### src/rtl/hba_quad_pkg.sv
// Shared definitions for the HBA quadrature sample scheduler.
// Latency: n/a (types and constants only).
// Backpressure: n/a.
package hba_quad_pkg;

    localparam int LEFT          = 0;
    localparam int RIGHT         = 1;
    localparam int CNT_WIDTH_DEF = 16;
    localparam int PER_WIDTH_DEF = 8;

    typedef enum logic [2:0] {
        ST_IDLE  = 3'd0,
        ST_WAIT  = 3'd1,
        ST_REQ_L = 3'd2,
        ST_ACK_L = 3'd3,
        ST_REQ_R = 3'd4,
        ST_ACK_R = 3'd5,
        ST_CALC  = 3'd6,
        ST_PUB   = 3'd7
    } state_t;

endpackage

### src/rtl/quad_tick_gen.sv
// Tick prescaler plus period counter; pulses expire once per sample period.
// Latency: expire is combinational from the counter state (same cycle as the final tick).
// Backpressure: none; both counters are held at zero while run is low.
module quad_tick_gen #(
    parameter int PER_WIDTH = 8,
    parameter int CLK_DIV   = 50000
) (
    input  logic                 clk,
    input  logic                 reset,
    input  logic                 run,
    input  logic [PER_WIDTH-1:0] period,
    output logic                 expire
);

    localparam int DW = (CLK_DIV > 1) ? $clog2(CLK_DIV) : 1;

    logic [DW-1:0]        presc;
    logic [PER_WIDTH-1:0] pcnt;
    logic                 tick;

    assign tick   = run && (presc == DW'(CLK_DIV - 1));
    // Compared against the live period so a change applies at the next compare;
    // a count already past period-1 simply runs on through the natural wrap.
    assign expire = tick && (pcnt == (period - PER_WIDTH'(1)));

    // Prescaler wraps at CLK_DIV-1; period counter advances on each tick and reloads on expiry.
    always_ff @(posedge clk) begin
        if (reset || !run) begin
            presc <= '0;
            pcnt  <= '0;
        end else begin
            presc <= tick ? '0 : presc + DW'(1);
            if (tick) begin
                pcnt <= expire ? '0 : pcnt + PER_WIDTH'(1);
            end
        end
    end

endmodule

### src/rtl/hba_quad_sampler.sv
// Periodic left/right counter snapshot scheduler with signed per-period deltas and sticky irq.
// Latency: period expiry to sample_valid is 6 cycles when each ack arrives the cycle after its req.
// Backpressure: waits on snap_ack per counter; QUAD_SAMPLE_TIMEOUT_EN adds an ack timeout and err flag.
module hba_quad_sampler
    import hba_quad_pkg::*;
#(
    parameter int CNT_WIDTH = CNT_WIDTH_DEF,
    parameter int PER_WIDTH = PER_WIDTH_DEF,
    parameter int CLK_DIV   = 50000
`ifdef QUAD_SAMPLE_TIMEOUT_EN
    ,
    parameter int TIMEOUT   = 255
`endif
) (
    input  logic                   hba_clk,
    input  logic                   hba_reset,
    input  logic                   en,
    input  logic [PER_WIDTH-1:0]   period,
    output logic [1:0]             snap_req,
    input  logic [1:0]             snap_ack,
    input  logic [2*CNT_WIDTH-1:0] cnt_in,
    output logic [CNT_WIDTH-1:0]   count_l,
    output logic [CNT_WIDTH-1:0]   count_r,
    output logic [CNT_WIDTH-1:0]   delta_l,
    output logic [CNT_WIDTH-1:0]   delta_r,
    output logic                   sample_valid,
    output logic [7:0]             seq,
    output logic                   irq,
    input  logic                   irq_clr,
    output logic                   overrun,
    output logic                   miss
`ifdef QUAD_SAMPLE_TIMEOUT_EN
    ,
    output logic                   err
`endif
);

    state_t               state, nstate;
    logic                 run;
    logic                 expire;
    logic                 prev_valid;
    logic [CNT_WIDTH-1:0] cap_l, cap_r, prev_l, prev_r;

`ifdef QUAD_SAMPLE_TIMEOUT_EN
    localparam int TW = $clog2(TIMEOUT + 1);
    logic [TW-1:0] tmo;
    logic          tmo_hit;
`endif

    // Dropping en or zeroing period stops everything on the next edge.
    assign run = en && (period != '0);

    quad_tick_gen #(
        .PER_WIDTH (PER_WIDTH),
        .CLK_DIV   (CLK_DIV)
    ) u_tick (
        .clk    (hba_clk),
        .reset  (hba_reset),
        .run    (run),
        .period (period),
        .expire (expire)
    );

    // State register.
    always_ff @(posedge hba_clk) begin
        if (hba_reset) state <= ST_IDLE;
        else           state <= nstate;
    end

    // Next state and handshake strobes; an ack is only looked at in ACK_x, so one in the req cycle is ignored.
    always_comb begin
        nstate       = state;
        snap_req     = 2'b00;
        sample_valid = 1'b0;
`ifdef QUAD_SAMPLE_TIMEOUT_EN
        tmo_hit      = 1'b0;
`endif
        case (state)
            ST_IDLE:  nstate = ST_WAIT;
            ST_WAIT:  if (expire) nstate = ST_REQ_L;
            ST_REQ_L: begin
                snap_req[LEFT] = 1'b1;
                nstate         = ST_ACK_L;
            end
            ST_ACK_L: begin
                if (snap_ack[LEFT]) nstate = ST_REQ_R;
`ifdef QUAD_SAMPLE_TIMEOUT_EN
                else if (tmo == TW'(TIMEOUT - 1)) begin
                    nstate  = ST_WAIT;
                    tmo_hit = 1'b1;
                end
`endif
            end
            ST_REQ_R: begin
                snap_req[RIGHT] = 1'b1;
                nstate          = ST_ACK_R;
            end
            ST_ACK_R: begin
                if (snap_ack[RIGHT]) nstate = ST_CALC;
`ifdef QUAD_SAMPLE_TIMEOUT_EN
                else if (tmo == TW'(TIMEOUT - 1)) begin
                    nstate  = ST_WAIT;
                    tmo_hit = 1'b1;
                end
`endif
            end
            ST_CALC:  nstate = ST_PUB;
            ST_PUB: begin
                sample_valid = 1'b1;
                nstate       = ST_WAIT;
            end
            default:  nstate = ST_IDLE;
        endcase
        if (!run) begin
            nstate       = ST_IDLE;
            snap_req     = 2'b00;
            sample_valid = 1'b0;
`ifdef QUAD_SAMPLE_TIMEOUT_EN
            tmo_hit      = 1'b0;
`endif
        end
    end

    // Capture, delta computation, published outputs and sticky flags.
    always_ff @(posedge hba_clk) begin
        if (hba_reset) begin
            cap_l      <= '0;
            cap_r      <= '0;
            prev_l     <= '0;
            prev_r     <= '0;
            prev_valid <= 1'b0;
            count_l    <= '0;
            count_r    <= '0;
            delta_l    <= '0;
            delta_r    <= '0;
            seq        <= '0;
            irq        <= 1'b0;
            overrun    <= 1'b0;
            miss       <= 1'b0;
`ifdef QUAD_SAMPLE_TIMEOUT_EN
            err        <= 1'b0;
            tmo        <= '0;
`endif
        end else begin
            if (!run) prev_valid <= 1'b0;
            if (run && state == ST_ACK_L && snap_ack[LEFT])
                cap_l <= cnt_in[LEFT*CNT_WIDTH +: CNT_WIDTH];
            if (run && state == ST_ACK_R && snap_ack[RIGHT])
                cap_r <= cnt_in[RIGHT*CNT_WIDTH +: CNT_WIDTH];
            // Results are loaded here so they are already stable while sample_valid is high in PUB.
            if (run && state == ST_CALC) begin
                count_l    <= cap_l;
                count_r    <= cap_r;
                delta_l    <= prev_valid ? cap_l - prev_l : '0;
                delta_r    <= prev_valid ? cap_r - prev_r : '0;
                prev_l     <= cap_l;
                prev_r     <= cap_r;
                prev_valid <= 1'b1;
                seq        <= seq + 8'd1;
            end
            // A clear coinciding with a publish is swallowed: irq stays set and overrun is left alone.
            if (sample_valid) begin
                irq <= 1'b1;
                if (irq && !irq_clr) overrun <= 1'b1;
            end else if (irq_clr) begin
                irq     <= 1'b0;
                overrun <= 1'b0;
                miss    <= 1'b0;
`ifdef QUAD_SAMPLE_TIMEOUT_EN
                err     <= 1'b0;
`endif
            end
            if (expire && state != ST_WAIT) miss <= 1'b1;
`ifdef QUAD_SAMPLE_TIMEOUT_EN
            if (tmo_hit) err <= 1'b1;
            if (state == ST_ACK_L || state == ST_ACK_R) tmo <= tmo + TW'(1);
            else                                        tmo <= '0;
`endif
        end
    end

endmodule
### config.mk
export PLATFORM = sky130hd
export DESIGN_NAME = hba_quad_sampler
export DESIGN_NICKNAME = d
export VERILOG_FILES = /design/src/rtl/hba_quad_pkg.sv /design/src/rtl/quad_tick_gen.sv /design/src/rtl/hba_quad_sampler.sv
export SDC_FILE = /design/constraint.sdc
export NUM_CORES = 1
export LEC_CHECK = 0
export ABC_AREA = 1
export CAP_MARGIN = 20
export CORE_UTILIZATION = 53
export CTS_BUF_LIST = sky130_fd_sc_hd__clkbuf_16
export DETAILED_ROUTE_END_ITERATION = 10
export PLACE_DENSITY = 0.81
export SLEW_MARGIN = 20
export SYNTH_ARGS = -nofsm -noshare
export SYNTH_HDL_FRONTEND = slang
export SYNTH_SLANG_ARGS = --single-unit
### constraint.sdc
create_clock -name hba_clk -period 2.3 [get_ports hba_clk]
set_input_delay 0.46 -clock hba_clk [delete_from_list [all_inputs] [get_ports hba_clk]]
set_output_delay 0.46 -clock hba_clk [all_outputs]
set_load 0.01 [all_outputs]
==> reports/metrics.csv <==
stage,metric,value,unit
run_status,outcome,"complete, no violations",
finish,fin_area,9226,um^2
logic_synthesis,yosysSeqAreaShare,38.45,%
logic_synthesis,synth.top_cell.area_share,38.45,%
timing,fin_crit,2.162,ns
timing,period_share,94.01,%
clock_network,cts-buffers-inserted,17,
setup_path,reg2reg_to,delta_r[8]$_SDFFE_PP0P_,
logic_synthesis,syn_avg_cell_area,7.299,um^2
clock_network,htree_levels,4,
finish,seqCellArea,2703,um^2
drt,drt_first_iter_violations,423,
floorplan,initial_core_util,55.03,%
logic_synthesis,synth.most_common_cell,nand2_1,
global_route,busiest_layer,met2,
clock_network,cts_tree,done,
place,port_buffers,123,
setup_path,required,1.84,ns
worst_hold_path,hold_depth,1,
drt,routed_via_density,5.167,
global_route,antenna_found_initial,0,
clock_network,cts_setup_buffers,0,
clock_network,cts_root_buf,clkbuf_16,
setup_path,r2r-start,prev_r[0]$_SDFFE_PP0P_,
setup_path,start_kind,input port,
global_route,met3_usage,5.201,%
power_and_ir_drop,p_leak,3.886,nW
timing,holdWs,0.4467,ns
worst_hold_path,min_path_type,reg -> reg,
drt,drt-total-wl,16990,um
clock_network,ctsHoldBuffers,0,
floorplan,die-width,117.2,um
power_and_ir_drop,power.density,560.1,nW/um^2
worst_hold_path,whs_endpoint,u_tick.presc[0]$_SDFF_PP0_,
timing,clock-skew-final,0.007848,ns
global_route,grt_util_met2,43.41,%
power_and_ir_drop,power,5.168,mW
logic_synthesis,yosysTopAreaCell,dfxtp_1,
floorplan,core_area,12770,um^2
finish,synthToLayoutAreaGrowth,31.26,%
finish,drive_gt1_share,9.350,%
run,max_cap_viol_count,0,
logic_synthesis,async_flop_share,0,%
setup_path,path_class,in -> out,
clock_network,clk_pin_slew,0.05,ns
setup_path,worstSetupEndpointType,output port,
timing,fmax,462.5,MHz
place,place_hpwl,12490,um
logic_synthesis,synth_warnings,0,
power_and_ir_drop,ir_drop,0.0005120,V
logic_synthesis,synth_ff_type,dfxtp_1,
clock_network,cts_sinks,135,
drt,firstDrtPassIters,5,
logic_synthesis,netlist_instances,963,
logic_synthesis,synth_edf_count,0,
clock_network,clkLatencyLatePin,0.42,ns
logic_synthesis,synth.area.top_cells,"dfxtp_1, a21oi_1, nand2_1",
floorplan,fp.dieH,117.2,um
finish,n_fill_cell,1015,
logic_synthesis,ys_types,44,
worst_hold_path,hold_start,u_tick.presc[0]$_SDFF_PP0_,
global_route,gr-total-overflow,0,
floorplan,dieArea,13730,um^2
clock_network,clock_path_buffers,2,
place,placed_area,8670,um^2
timing,setup_viol,0,
finish,nNetsFinal,1193,
setup_path,crit_path_max_fanout,4,
timing,worst_pin_slew,0.5273,ns
drt,wire_per_inst,13.12,um
logic_synthesis,synth_common_cells,"nand2_1, a21oi_1, dfxtp_1",
timing,rsz0062_at_grt,false,
logic_synthesis,syn-num-nets,1046,
floorplan,io_pins,124,
global_route,grt_pass1_wl,28710,um
logic_synthesis,ys_ff_latch,135,
global_route,grt_usage,26.71,%
global_route,grt_pass1_vias,6314,
place,globalplace.congestion,0.9017,
drt,drcViolationCount,0,
drt,vias,6691,
logic_synthesis,synth_area,7029,um^2
timing,slew-limit-headroom,64.63,%
setup_path,r2r_slack,0.25,ns
setup_path,r2r_cells,10,
finish,antennaDiodeCount,0,
global_route,grtUsageMet1,34.15,%
global_route,grt_max_degree,51,
timing,final_hold_viol_count,0,
drt,drtAntennaViolNets,0,
timing,slew_violations,0,
finish,fin_util,72.23,%
floorplan,row_count,41,
finish,multi_input_area,3676,um^2
setup_path,crit_arrival,1.70,ns
-- what timing repair did --
item                                    4_1_cts  5_1_grt
endpoints found under the hold margin         0        0
pin swaps                                     0        1
gates resized for setup                      14        4
endpoints found under the setup margin        3        6
gates cloned                                  0        0
-- critical path, stage by stage --
cell             delay [ns]
clkdlybuf4s50_1        0.49
nor2_2                 0.06
nand2_2                0.07
nor2_4                 0.06
nor2_8                 0.11
inv_4                  0.05
nor4_2                 0.23
buf_2                  0.16
-- sequential cells by signal (all words and copies together) (netlist names) --
register	flops
overrun	1
prev_valid	1
delta_l	16
irq	1
u_tick.pcnt	8
miss	1
seq	8
u_tick.presc	16
prev_l	16
cap_r	16
prev_r	16
state	3
cap_l	16
delta_r	16
-- cells by family after synthesis --
logic type,after synthesis,share of synthesized area [%]
adders and majority gates,37,6.800
DFF,135,38.45
xor gates and xnor gates,22,2.741
AOI/OAI and AO/OA,283,21.25
buffers and inverters,168,9.469
and+or+nand+nor,318,21.29
-- worst max path at each step --
stage / startpoint / end / slack [ns] / depth (start not counted)
2_1_floorplan: prev_r[0]$_SDFFE_PP0P_ / delta_r[8]$_SDFFE_PP0P_ / 0.38 / 10
3_3_place_gp: period[0] / snap_req[0] / -0.36 / 9
3_5_place_dp: period[0] / snap_req[0] / -0.41 / 9
4_1_cts: period[0] / sample_valid / 0.01 / 9
5_1_grt: cap_r[0]$_SDFFE_PP0P_ / delta_r[8]$_SDFFE_PP0P_ / 0.04 / 11
6_report: period[2] / snap_req[0] / 0.14 / 8
-- cell type report --
class	count	area share (%)
Multi-Input combinational cell	660	39.84
Clock inverter	15	1.302
Timing Repair Buffer	159	16.99
Sequential cell	135	29.29
Tap cell	172	2.333
Clock buffer	17	4.611
Inverter	137	5.628
-- metal layers --
| layer | vias up | part of all wire, % |
|---|---|---|
| met1 | 2994 | 47 |
| met2 | 185 | 45 |
| li1 | 3474 | - |
| met5 | - | 0 |
| met4 | 0 | 2.8 |
| met3 | 38 | 4.9 |
-- through the flow --
step                cells  setup TNS (ns)  setup slack, ns
floorplan             963               0           0.3770
global placement     1263          -3.585          -0.3587
detailed placement   1263          -6.758          -0.4118
CTS                  1295               0          0.01437
global route         1295               0          0.04138
finish               1295               0           0.1378
-- layout by cell type (no fill, tap or decap), types with 3 or more instances in the layout --
master	instances
nand2_1	155
a21oi_1	149
dfxtp_1	135
inv_1	132
clkdlybuf4s50_1	117
o21ai_0	89
nor2_1	56
nand3_1	47
ha_1	35
buf_4	30
clkbuf_16	17
xor2_1	16
o21ai_1	14
nor3_1	11
nand4_1	11
a21o_1	10
o21bai_1	7
xnor2_1	6
nand2_2	6
clkinv_2	6
buf_12	6
nor2_2	5
or2_2	5
clkinv_1	5
nor2_8	4
inv_2	4
a22oi_1	4
nand3b_1	3
nor2_4	3
a31oi_1	3
buf_2	3
-- report_power, final --
group          internal [mW]  total, mW  switching (mW)
registers               2.35       2.35         0.00541
clock network           1.55       2.53           0.978
logic                  0.141      0.286           0.145
No activity file was read; power rests on OpenSTA's default activity.
